===== src/rtl/xprod_arbiter.sv =====
// Round-robin front end sharing one 3-stage signed cross-product pipeline,
// computing (B-A)x(C-A) for NREQ clients and tagging each result with its requester ID.
module xprod_arbiter #(
    parameter int NREQ = 4,
    parameter int W    = 10,
    localparam int IDW = $clog2(NREQ),
    localparam int CW  = 2*W + 3
) (
    input  logic              clk,
    input  logic              reset,
    input  logic [NREQ-1:0]   req_valid,
    output logic [NREQ-1:0]   req_ready,
    input  logic [NREQ*W-1:0] req_ax,
    input  logic [NREQ*W-1:0] req_ay,
    input  logic [NREQ*W-1:0] req_bx,
    input  logic [NREQ*W-1:0] req_by,
    input  logic [NREQ*W-1:0] req_cx,
    input  logic [NREQ*W-1:0] req_cy,
    output logic              rsp_valid,
    input  logic              rsp_ready,
    output logic [IDW-1:0]    rsp_id,
    output logic [CW-1:0]     rsp_cross,
    output logic              rsp_neg,
    output logic              rsp_zero
);
    localparam int PW = 2*W + 2;

    logic [IDW-1:0]       last_q, last_d;
    logic                 v1_q, v1_d, v2_q, v2_d, v3_q, v3_d;
    logic [IDW-1:0]       id1_q, id1_d, id2_q, id2_d, rsp_id_q, rsp_id_d;
    logic signed [W:0]    dx1_q, dx1_d, dy1_q, dy1_d, dx2_q, dx2_d, dy2_q, dy2_d;
    logic signed [PW-1:0] p1_q, p1_d, p2_q, p2_d;
    logic [CW-1:0]        rsp_cross_q, rsp_cross_d;
    logic                 rsp_neg_q, rsp_neg_d, rsp_zero_q, rsp_zero_d;

    logic                 stall_s, gnt_found_s, accept_s;
    logic [IDW-1:0]       gnt_idx_s;
    logic [NREQ-1:0]      req_ready_s;
    logic [W-1:0]         ax_s, ay_s, bx_s, by_s, cx_s, cy_s;
    logic signed [CW-1:0] cross_s;

    // Stall whenever a result sits at the output and the consumer refuses it.
    assign stall_s = v3_q & ~rsp_ready;

    // Round-robin search: walking k downward lets the requester nearest last+1 win.
    always_comb begin
        gnt_found_s = 1'b0;
        gnt_idx_s   = '0;
        for (int k = NREQ; k >= 1; k--) begin
            for (int i = 0; i < NREQ; i++) begin
                if (req_valid[i] && (i == (int'(last_q) + k) % NREQ)) begin
                    gnt_found_s = 1'b1;
                    gnt_idx_s   = IDW'(i);
                end else begin
                    gnt_found_s = gnt_found_s;
                    gnt_idx_s   = gnt_idx_s;
                end
            end
        end
        if (gnt_found_s && !stall_s && !reset) begin
            req_ready_s = NREQ'(1'b1) << gnt_idx_s;
        end else begin
            req_ready_s = '0;
        end
    end

    assign req_ready = req_ready_s;
    assign accept_s  = |req_ready_s;

    // Operand mux for the granted requester.
    always_comb begin
        ax_s = '0;
        ay_s = '0;
        bx_s = '0;
        by_s = '0;
        cx_s = '0;
        cy_s = '0;
        for (int i = 0; i < NREQ; i++) begin
            ax_s = (gnt_idx_s == IDW'(i)) ? req_ax[i*W +: W] : ax_s;
            ay_s = (gnt_idx_s == IDW'(i)) ? req_ay[i*W +: W] : ay_s;
            bx_s = (gnt_idx_s == IDW'(i)) ? req_bx[i*W +: W] : bx_s;
            by_s = (gnt_idx_s == IDW'(i)) ? req_by[i*W +: W] : by_s;
            cx_s = (gnt_idx_s == IDW'(i)) ? req_cx[i*W +: W] : cx_s;
            cy_s = (gnt_idx_s == IDW'(i)) ? req_cy[i*W +: W] : cy_s;
        end
    end

    // S3 combine: operands fit in PW bits, so one extra bit makes the difference exact.
    assign cross_s = $signed({p1_q[PW-1], p1_q}) - $signed({p2_q[PW-1], p2_q});

    // Next-state for all pipeline stages; everything holds while stalled.
    always_comb begin
        last_d      = last_q;
        v1_d        = v1_q;
        v2_d        = v2_q;
        v3_d        = v3_q;
        id1_d       = id1_q;
        dx1_d       = dx1_q;
        dy1_d       = dy1_q;
        dx2_d       = dx2_q;
        dy2_d       = dy2_q;
        id2_d       = id2_q;
        p1_d        = p1_q;
        p2_d        = p2_q;
        rsp_id_d    = rsp_id_q;
        rsp_cross_d = rsp_cross_q;
        rsp_neg_d   = rsp_neg_q;
        rsp_zero_d  = rsp_zero_q;
        if (!stall_s) begin
            v1_d = accept_s;
            v2_d = v1_q;
            v3_d = v2_q;
            if (accept_s) begin
                last_d = gnt_idx_s;
                id1_d  = gnt_idx_s;
                dx1_d  = $signed({1'b0, bx_s}) - $signed({1'b0, ax_s});
                dy1_d  = $signed({1'b0, cy_s}) - $signed({1'b0, ay_s});
                dx2_d  = $signed({1'b0, cx_s}) - $signed({1'b0, ax_s});
                dy2_d  = $signed({1'b0, by_s}) - $signed({1'b0, ay_s});
            end else begin
                last_d = last_q;
            end
            if (v1_q) begin
                id2_d = id1_q;
                p1_d  = $signed({{(W+1){dx1_q[W]}}, dx1_q}) * $signed({{(W+1){dy1_q[W]}}, dy1_q});
                p2_d  = $signed({{(W+1){dx2_q[W]}}, dx2_q}) * $signed({{(W+1){dy2_q[W]}}, dy2_q});
            end else begin
                id2_d = id2_q;
            end
            if (v2_q) begin
                rsp_id_d    = id2_q;
                rsp_cross_d = cross_s;
                rsp_neg_d   = cross_s[CW-1];
                rsp_zero_d  = ~|cross_s;
            end else begin
                rsp_id_d = rsp_id_q;
            end
        end else begin
            v1_d = v1_q;
        end
    end

    // State registers with asynchronous reset.
    always_ff @(posedge clk or posedge reset) begin
        if (reset) begin
            last_q      <= IDW'(NREQ - 1);
            v1_q        <= 1'b0;
            v2_q        <= 1'b0;
            v3_q        <= 1'b0;
            id1_q       <= '0;
            dx1_q       <= '0;
            dy1_q       <= '0;
            dx2_q       <= '0;
            dy2_q       <= '0;
            id2_q       <= '0;
            p1_q        <= '0;
            p2_q        <= '0;
            rsp_id_q    <= '0;
            rsp_cross_q <= '0;
            rsp_neg_q   <= 1'b0;
            rsp_zero_q  <= 1'b0;
        end else begin
            last_q      <= last_d;
            v1_q        <= v1_d;
            v2_q        <= v2_d;
            v3_q        <= v3_d;
            id1_q       <= id1_d;
            dx1_q       <= dx1_d;
            dy1_q       <= dy1_d;
            dx2_q       <= dx2_d;
            dy2_q       <= dy2_d;
            id2_q       <= id2_d;
            p1_q        <= p1_d;
            p2_q        <= p2_d;
            rsp_id_q    <= rsp_id_d;
            rsp_cross_q <= rsp_cross_d;
            rsp_neg_q   <= rsp_neg_d;
            rsp_zero_q  <= rsp_zero_d;
        end
    end

    assign rsp_valid = v3_q;
    assign rsp_id    = rsp_id_q;
    assign rsp_cross = rsp_cross_q;
    assign rsp_neg   = rsp_neg_q;
    assign rsp_zero  = rsp_zero_q;

endmodule


===== config.mk =====
export PLATFORM = sky130hd
export DESIGN_NAME = xprod_arbiter
export DESIGN_NICKNAME = d
export VERILOG_FILES = /design/src/rtl/xprod_arbiter.sv
export SDC_FILE = /design/constraint.sdc
export NUM_CORES = 1
export LEC_CHECK = 0
export ABC_CLOCK_PERIOD_IN_PS = 6950
export BUFFER_PORTS_ARGS = -buffer_cell sky130_fd_sc_hd__buf_4
export CAP_MARGIN = 20
export CORE_MARGIN = 1.5
export CORE_UTILIZATION = 60
export DETAILED_ROUTE_END_ITERATION = 8
export PLACE_DENSITY = 0.82
export SYNTH_ARGS = -nofsm -noshare
export SYNTH_HDL_FRONTEND = slang
export SYNTH_SLANG_ARGS = --single-unit
export TNS_END_PERCENT = 1

===== constraint.sdc =====
create_clock -name clk -period 6.95 [get_ports clk]
set_input_delay 0 -clock clk [delete_from_list [all_inputs] [get_ports clk]]
set_output_delay 0 -clock clk [all_outputs]
set_load 0.03 [all_outputs]

# After elaboration in Yosys (flattened, before gate mapping)
# Cells that the tools add are included.
# word_totals
ff_bits	124
inputBits	247
wordCells	141
# classes
n_addsub	9
multipliers	2
n_eq_ne	15
shift	1
muxes	56
bitwise_logic	7
reduce_logical	35
# op_table
operator	count
$mux 10	24
$logic_not 32->1	4
$mul 11x11->22	2
$sub 10x10->11	4
$mux 2	14
$eq 3x3->1 const A	8
$reduce_or 23->1	1
$sub 22x22->23	1
$logic_and 1x1->1	18
$mux 1	17
$eq 2x3->1 const A	4
$reduce_or 2->1	4
$reduce_and 2->1	3
$add 2x1->2 const B	2
$add 2x2->2 const B	2
$and 1x1->1 const A	4
$eq 2x2->1 const B	2
$mux 4	1
$reduce_or 4->1	1
$shl 1x2->4 const A	1
$logic_not 1->1	3
$eq 2x1->1 const B	1
$logic_not 2->1	1
$not 1->1	2
$and 1x1->1	1

# Depth between registers and ports, before layout
# Gate-level depths: netlist (run 1).
# logic_depth
word_depth	26
ltp_mapped	22
depth_no_buf	21

# Least setup slack after synthesis (run 1)
# No wires, ideal clock.
# synth_path
path_type	reg-to-reg
start	register dx2_q[7]
end	register p2_q[21]
setup_ns	0.133
t_arrival_ns	5.482
required_ns	6.817
slack_ns	1.335
path_stages_with_launch	19
n_path_buf	1
path_cell_list	dfrtp_1 > clkbuf_1 > and2_1 > fa_1 > inv_1 > fa_1 > fa_1 > fa_1 > inv_1 > fa_1 > ha_1 > and2_1 > or4b_2 > o21ai_1 > o21ai_0 > or4_1 > a31oi_1 > xnor2_1 > o21ai_0
# synth_via
elab_chain_len	1
# synth_lines
element	line	source
start, declared	31	logic signed [W:0] dx1_q, dx1_d, dy1_q, dy1_d, dx2_q, dx2_d, dy2_q, dy2_d;
start signal, assigned	153	dx2_q <= '0;
start signal, assigned	170	dx2_q <= dx2_d;
$mul 11x11->22	126	p2_d = $signed({{(W+1){dx2_q[W]}}, dx2_q}) * $signed({{(W+1){dy2_q[W]}}, dy2_q});
end signal, assigned	174	p2_q <= p2_d;
end, declared	32	logic signed [PW-1:0] p1_q, p1_d, p2_q, p2_d;
# No other way between the ends.
# A chain may end at the register's enable or synchronous reset.

# Worst setup path after layout (run 1)
# Ends and elaborated chain as after synthesis.

==> results of run 1 <==
-- layout make-up --
cell class	instances	area, µm²	area share [%]
multi-input cells	1681	13800	64.8
flip-flops and latches	123	3080	14.4
repair buffers	290	2180	10.2
inverters	324	1220	5.71
well taps	396	495	2.32
clock buffers	18	429	2.01
clock inverters	14	113	0.527
-- how the worst min path moves through the flow --
stage,from,to,slack (ns),depth (start not counted)
6_report,req_valid[0],id1_q[1],0.05,6
3_3_place_gp,reset,id1_q[1],0.12,2
3_5_place_dp,reset,id1_q[1],0.13,2
4_1_cts,req_valid[0],id1_q[1],0.04,6
5_1_grt,req_valid[0],id1_q[1],0.08,6
2_1_floorplan,rsp_ready,v1_q,0.18,3
-- stage by stage --
stage	hold slack [ns]	utilization, %	instances	worst slack (ns)	area (µm²)
floorplan	0.180	-	2233	1.33	18500
global placement	0.124	68.1	2811	1.05	20800
detailed placement	0.129	68.1	2811	0.961	20800
CTS	0.0397	70.0	2846	0.951	21400
global route	0.0789	70.0	2846	0.676	21400
finish	0.0530	70.0	2846	0.918	21400
-- cell usage after synthesis, drive strengths merged (3+ instances only) --
cell type,number
nand2,482
inv,324
fa,239
ha,152
and2,129
dfrtp,121
o21ai,106
clkbuf,90
nand3,72
xnor2,51
a21oi,44
xor2,43
nor2,42
and3,38
a31oi,37
nand2b,28
nor3,26
mux2,22
mux2i,17
nor2b,17
a21o,15
buf,15
o21a,13
a211oi,11
o21bai,10
o211ai,7
or3,7
nand4,6
o31ai,6
o22ai,5
a2111oi,4
a211o,4
maj3,4
nand3b,4
nor4,4
o31a,4
o41ai,4
or4,4
a21boi,3
-- worst min-delay path: cells and delay by family --
family / cells / cell delay [ns]
AND/OR/NAND/NOR: 5 / 0.34
buffers and inverters: 1 / 0.10
-- flip-flops by register name (all words and copies together), names as in the netlist, 11 cells and up --
name       flops
rsp_cross     23
p1_q          22
p2_q          22
dx1_q         11
dx2_q         11
dy1_q         11
dy2_q         11
-- logic make-up (layout without fill, tap and decap cells) --
family,count (synthesis),after routing,synth area share [%]
compound gates,287,287,9.74
xor+xnor,94,94,4.45
fa+ha+maj,395,395,36.3
buf+inv,429,646,8.82
flops,123,123,16.6
mux,39,39,2.30
simple gates,866,866,21.7
-- routing by layer --
metal,track usage [%],part of all wire [%]
met5,0,0
met4,11.2,3.3
met3,3.99,5.5
met2,56.1,50
met1,39.9,41
==> results.ini, run 1 <==
[clocking]
root_buffer=clkbuf_16
path_clk_slew_ns=0.06
insertion_delay_ns=0.43
cts_htree_levels=4
cts_setup_buffers=0
cts_sinks=123
ctsHoldBuffers=3
clockBufferDepth=2
cts_tree=done
cts_made_buffers=17
cts_resized=0

[detailed_routing]
wl_per_cell_um=17.1
final_antenna_net_count=0
vias=15786
totalWireLength_um=48600
drt-initial-drc-count=921
drc=2
vias_per_cell=5.55
dr.pass1.iters=8

[die]
fp-row-count=64
io_pins=279
die_y_um=179
initial_core_util_pct=60.7
dieArea_um2=31900
die_x_um=179
core-area_um2=30500

[hold_path]
hold_class=input port to flop

[sta]
rsz0062_at_grt=false
fmax_ghz=0.166
worst_pin_slew_ns=0.954
period_minus_slack_ns=6.03
drv_slew=0
hold_viol_final=0
fin_skew_ns=0.00895
slew_headroom_pct=36.4
setup_tns_ns=0
setup_viol=0
finalCritPeriodShare_pct=86.8

[setup_path]
rr_worst_depth=17
worstPathRequired_ns=7.23
max_stage_delay_ns=0.64
cp_num_buf_inv=2
critPathLaunchType=flop
r2r-end=p2_q[21]
criticalPathCategory=flop to flop
cp_common_cell=fa_1
arrival_ns=6.31
crit_path_start=dx2_q[7]
timing.critical_path.cells=and2_1, fa_1, inv_1, fa_1, fa_1, fa_1, inv_1, fa_1, ha_1, and2_1, or4b_2, o21ai_1, o21ai_0, or4_1, a31oi_1, xnor2_1, o21ai_0
reg2reg_from=dx2_q[7]
reg2reg_slack_ns=0.92
cp_slowest_cell=or4b_2
end_kind=flop
endpoint=p2_q[21]
path_max_fanout=12
worstSetupPathDepth=17
crit_family=adder cells

[global_routing]
grt-ovfl-total=0
grt_pass1_vias=15931
grt_pass1_wl_um=79100
grt_max_degree=92
antenna_found_initial=0
grt_util_all_layers_pct=31.7

[place]
place_hpwl_um=39500
portBuffers=278
gp_congestion=0.885

[outcome]
status=finished with violations
violations=design-rule violations

[synth]
synth_warnings=0
synthArstFlopShare_pct=100
yosysTopAreaCell=fa_1
ys_ff_latch=123
ys_seq_area_share_pct=16.6
synthesis.nets=2871
synthTopCellsByArea=fa_1 (26%), dfrtp_1 (16%), ha_1 (10%)
netlist_instances=2233
syn_area_um2=18500
synth_enable_flop_cells=0
yosys.area.top_type_share_pct=25.8
avgSynthCellArea_um2=8.29
synth_top_flop_cell=dfrtp_1
ys_types=67

[cells_and_area]
insertedDiodeCount=0
final_cell_mix=nand2_1 (480), inv_1 (323), buf_4 (287), fa_1 (239), ha_1 (152)
area_growth_pct=15.3
final_common_cell=nand2_1
n_fill_cell=2404
nNetsFinal=3075
drive_gt1_share_pct=14.8

[job]
cap_violations=0

Power of run 1 is left out: the tool's default activity adds up to more than one toggle a clock period on the data nets, which glitch-free logic cannot reach.
==> inputs of run 2 (changes only) <==
--- a/config.mk
+++ b/config.mk
@@ -11,7 +11,8 @@
 export CORE_MARGIN = 1.5
 export CORE_UTILIZATION = 60
 export DETAILED_ROUTE_END_ITERATION = 8
-export PLACE_DENSITY = 0.82
+export PLACE_DENSITY_LB_ADDON = 0.05
+export REMOVE_ABC_BUFFERS = 1
 export SYNTH_ARGS = -nofsm -noshare
 export SYNTH_HDL_FRONTEND = slang
 export SYNTH_SLANG_ARGS = --single-unit
==> results.ini, run 2 (synthesis gave the netlist of run 1 again) <==
[outcome]
status=complete, no violations

[detailed_routing]
totalWireLength_um=48300
drc=0
drt-initial-drc-count=838
vias=15712
final_antenna_net_count=0
dr.pass1.iters=7
vias_per_cell=5.52
wl_per_cell_um=17.0

[cells_and_area]
utilization_pct=70.1
final_cell_mix=nand2_1 (480), inv_1 (323), buf_4 (285), fa_1 (239), ha_1 (152)
drive_gt1_share_pct=14.8
largest_reg_flops=23
nNetsFinal=3073
final_common_cell=nand2_1
area_growth_pct=15.5

[setup_path]
worstSetupPathDepth=17
rr_worst_depth=17
end_kind=flop
critPathLaunchType=flop
arrival_ns=6.20
cp_num_buf_inv=2
worstPathRequired_ns=7.23
cp_slowest_cell=or4b_2
timing.critical_path.cells=and2_1, fa_1, inv_1, fa_1, fa_1, fa_1, inv_1, fa_1, ha_1, and2_1, or4b_2, o21ai_1, o21ai_0, or4_1, a31oi_1, xnor2_1, o21ai_0
path_max_fanout=12
cp_common_cell=fa_1
crit_family=adder cells
criticalPathCategory=flop to flop
max_stage_delay_ns=0.63

[place]
portBuffers=278
place_hpwl_um=40100
gp_congestion=0.882

[sta]
period_minus_slack_ns=5.92
hold_viol_final=0
finalCritPeriodShare_pct=85.2
drv_slew=0
fmax_ghz=0.169
setup_tns_ns=0
fin_skew_ns=0.0121
setup_viol=0
worst_pin_slew_ns=0.963
rsz0062_at_grt=false
slew_headroom_pct=35.8

[hold_path]
hold_path_depth=6
hold_class=input port to flop

[clocking]
path_clk_slew_ns=0.06
cts_resized=0
cts_htree_levels=4
clockBufferDepth=2
cts_tree=done
ctsHoldBuffers=2
insertion_delay_ns=0.43
cts_setup_buffers=0
cts_sinks=123
cts_made_buffers=17
root_buffer=clkbuf_16

[die]
dieArea_um2=31900
fp-row-count=64
io_pins=279
core-area_um2=30500
die_x_um=179
initial_core_util_pct=60.7
die_y_um=179

[global_routing]
grt_pass1_wl_um=79000
grt_pass1_vias=16114
grt_util_all_layers_pct=32.0
grt_max_degree=112
antenna_found_initial=1
grt-ovfl-total=0

[job]
cap_violations=0

==> run 2: cell types whose count changed in the layout (fill, tap and decap cells not counted), sizes merged <==
cell	before	now
clkinv	6	5
clkinvlp	3	2
buf	287	286
diode	0	1
inv	329	331
dlygate4sd3	3	2
==> run 2: layer usage <==
layer	wire (µm)	share of wire (%)	vias up	GRT usage [%]
met5	0	0	-	0
met4	1990	4.1	0	13.8
met3	2630	5.4	123	5.20
met2	24200	50	493	56.3
met1	19500	40	7582	38.7
li1	-	-	7514	-
==> run 2: per-stage QoR <==
step	cell area (µm²)	hold slack [ns]	std cells	worst slack, ns
floorplan	18100	0.180	2128	0.596
global placement	20800	0.159	2810	1.15
detailed placement	20800	0.161	2810	1.02
CTS	21400	0.0925	2844	1.01
global route	21400	0.151	2844	0.598
finish	21400	0.103	2845	1.03
==> run 2: final timing paths <==
path                                from       endpoint  slack (ns)
max                             dx2_q[7]       p2_q[21]        1.03
min reg2reg                rsp_cross[14]  rsp_cross[14]        0.48
min in group asynchronous          reset       dy2_q[0]        0.25
min                           req_by[10]       dy2_q[0]        0.10
max reg2reg                     dx2_q[7]       p2_q[21]        1.03
max in group asynchronous          reset        p2_q[0]        5.30
==> run 2: tightest hold or removal path, delay by kind of cell <==
family	cells	cell delay, ns
fa+ha+maj	1	0.11
compound gates	1	0.08
simple gates	3	0.18
buf+inv	1	0.11
==> run 2: layout make-up <==
class	count	area, µm²
multi-input combinational	1681	13800
fill	2509	9130
sequential	123	3080
timing repair buffer	288	2180
inverter	324	1220
tap	396	495
clock buffer	18	439
clock inverter	14	128
antenna	1	2.50
Power of run 2 is left out for the same reason.
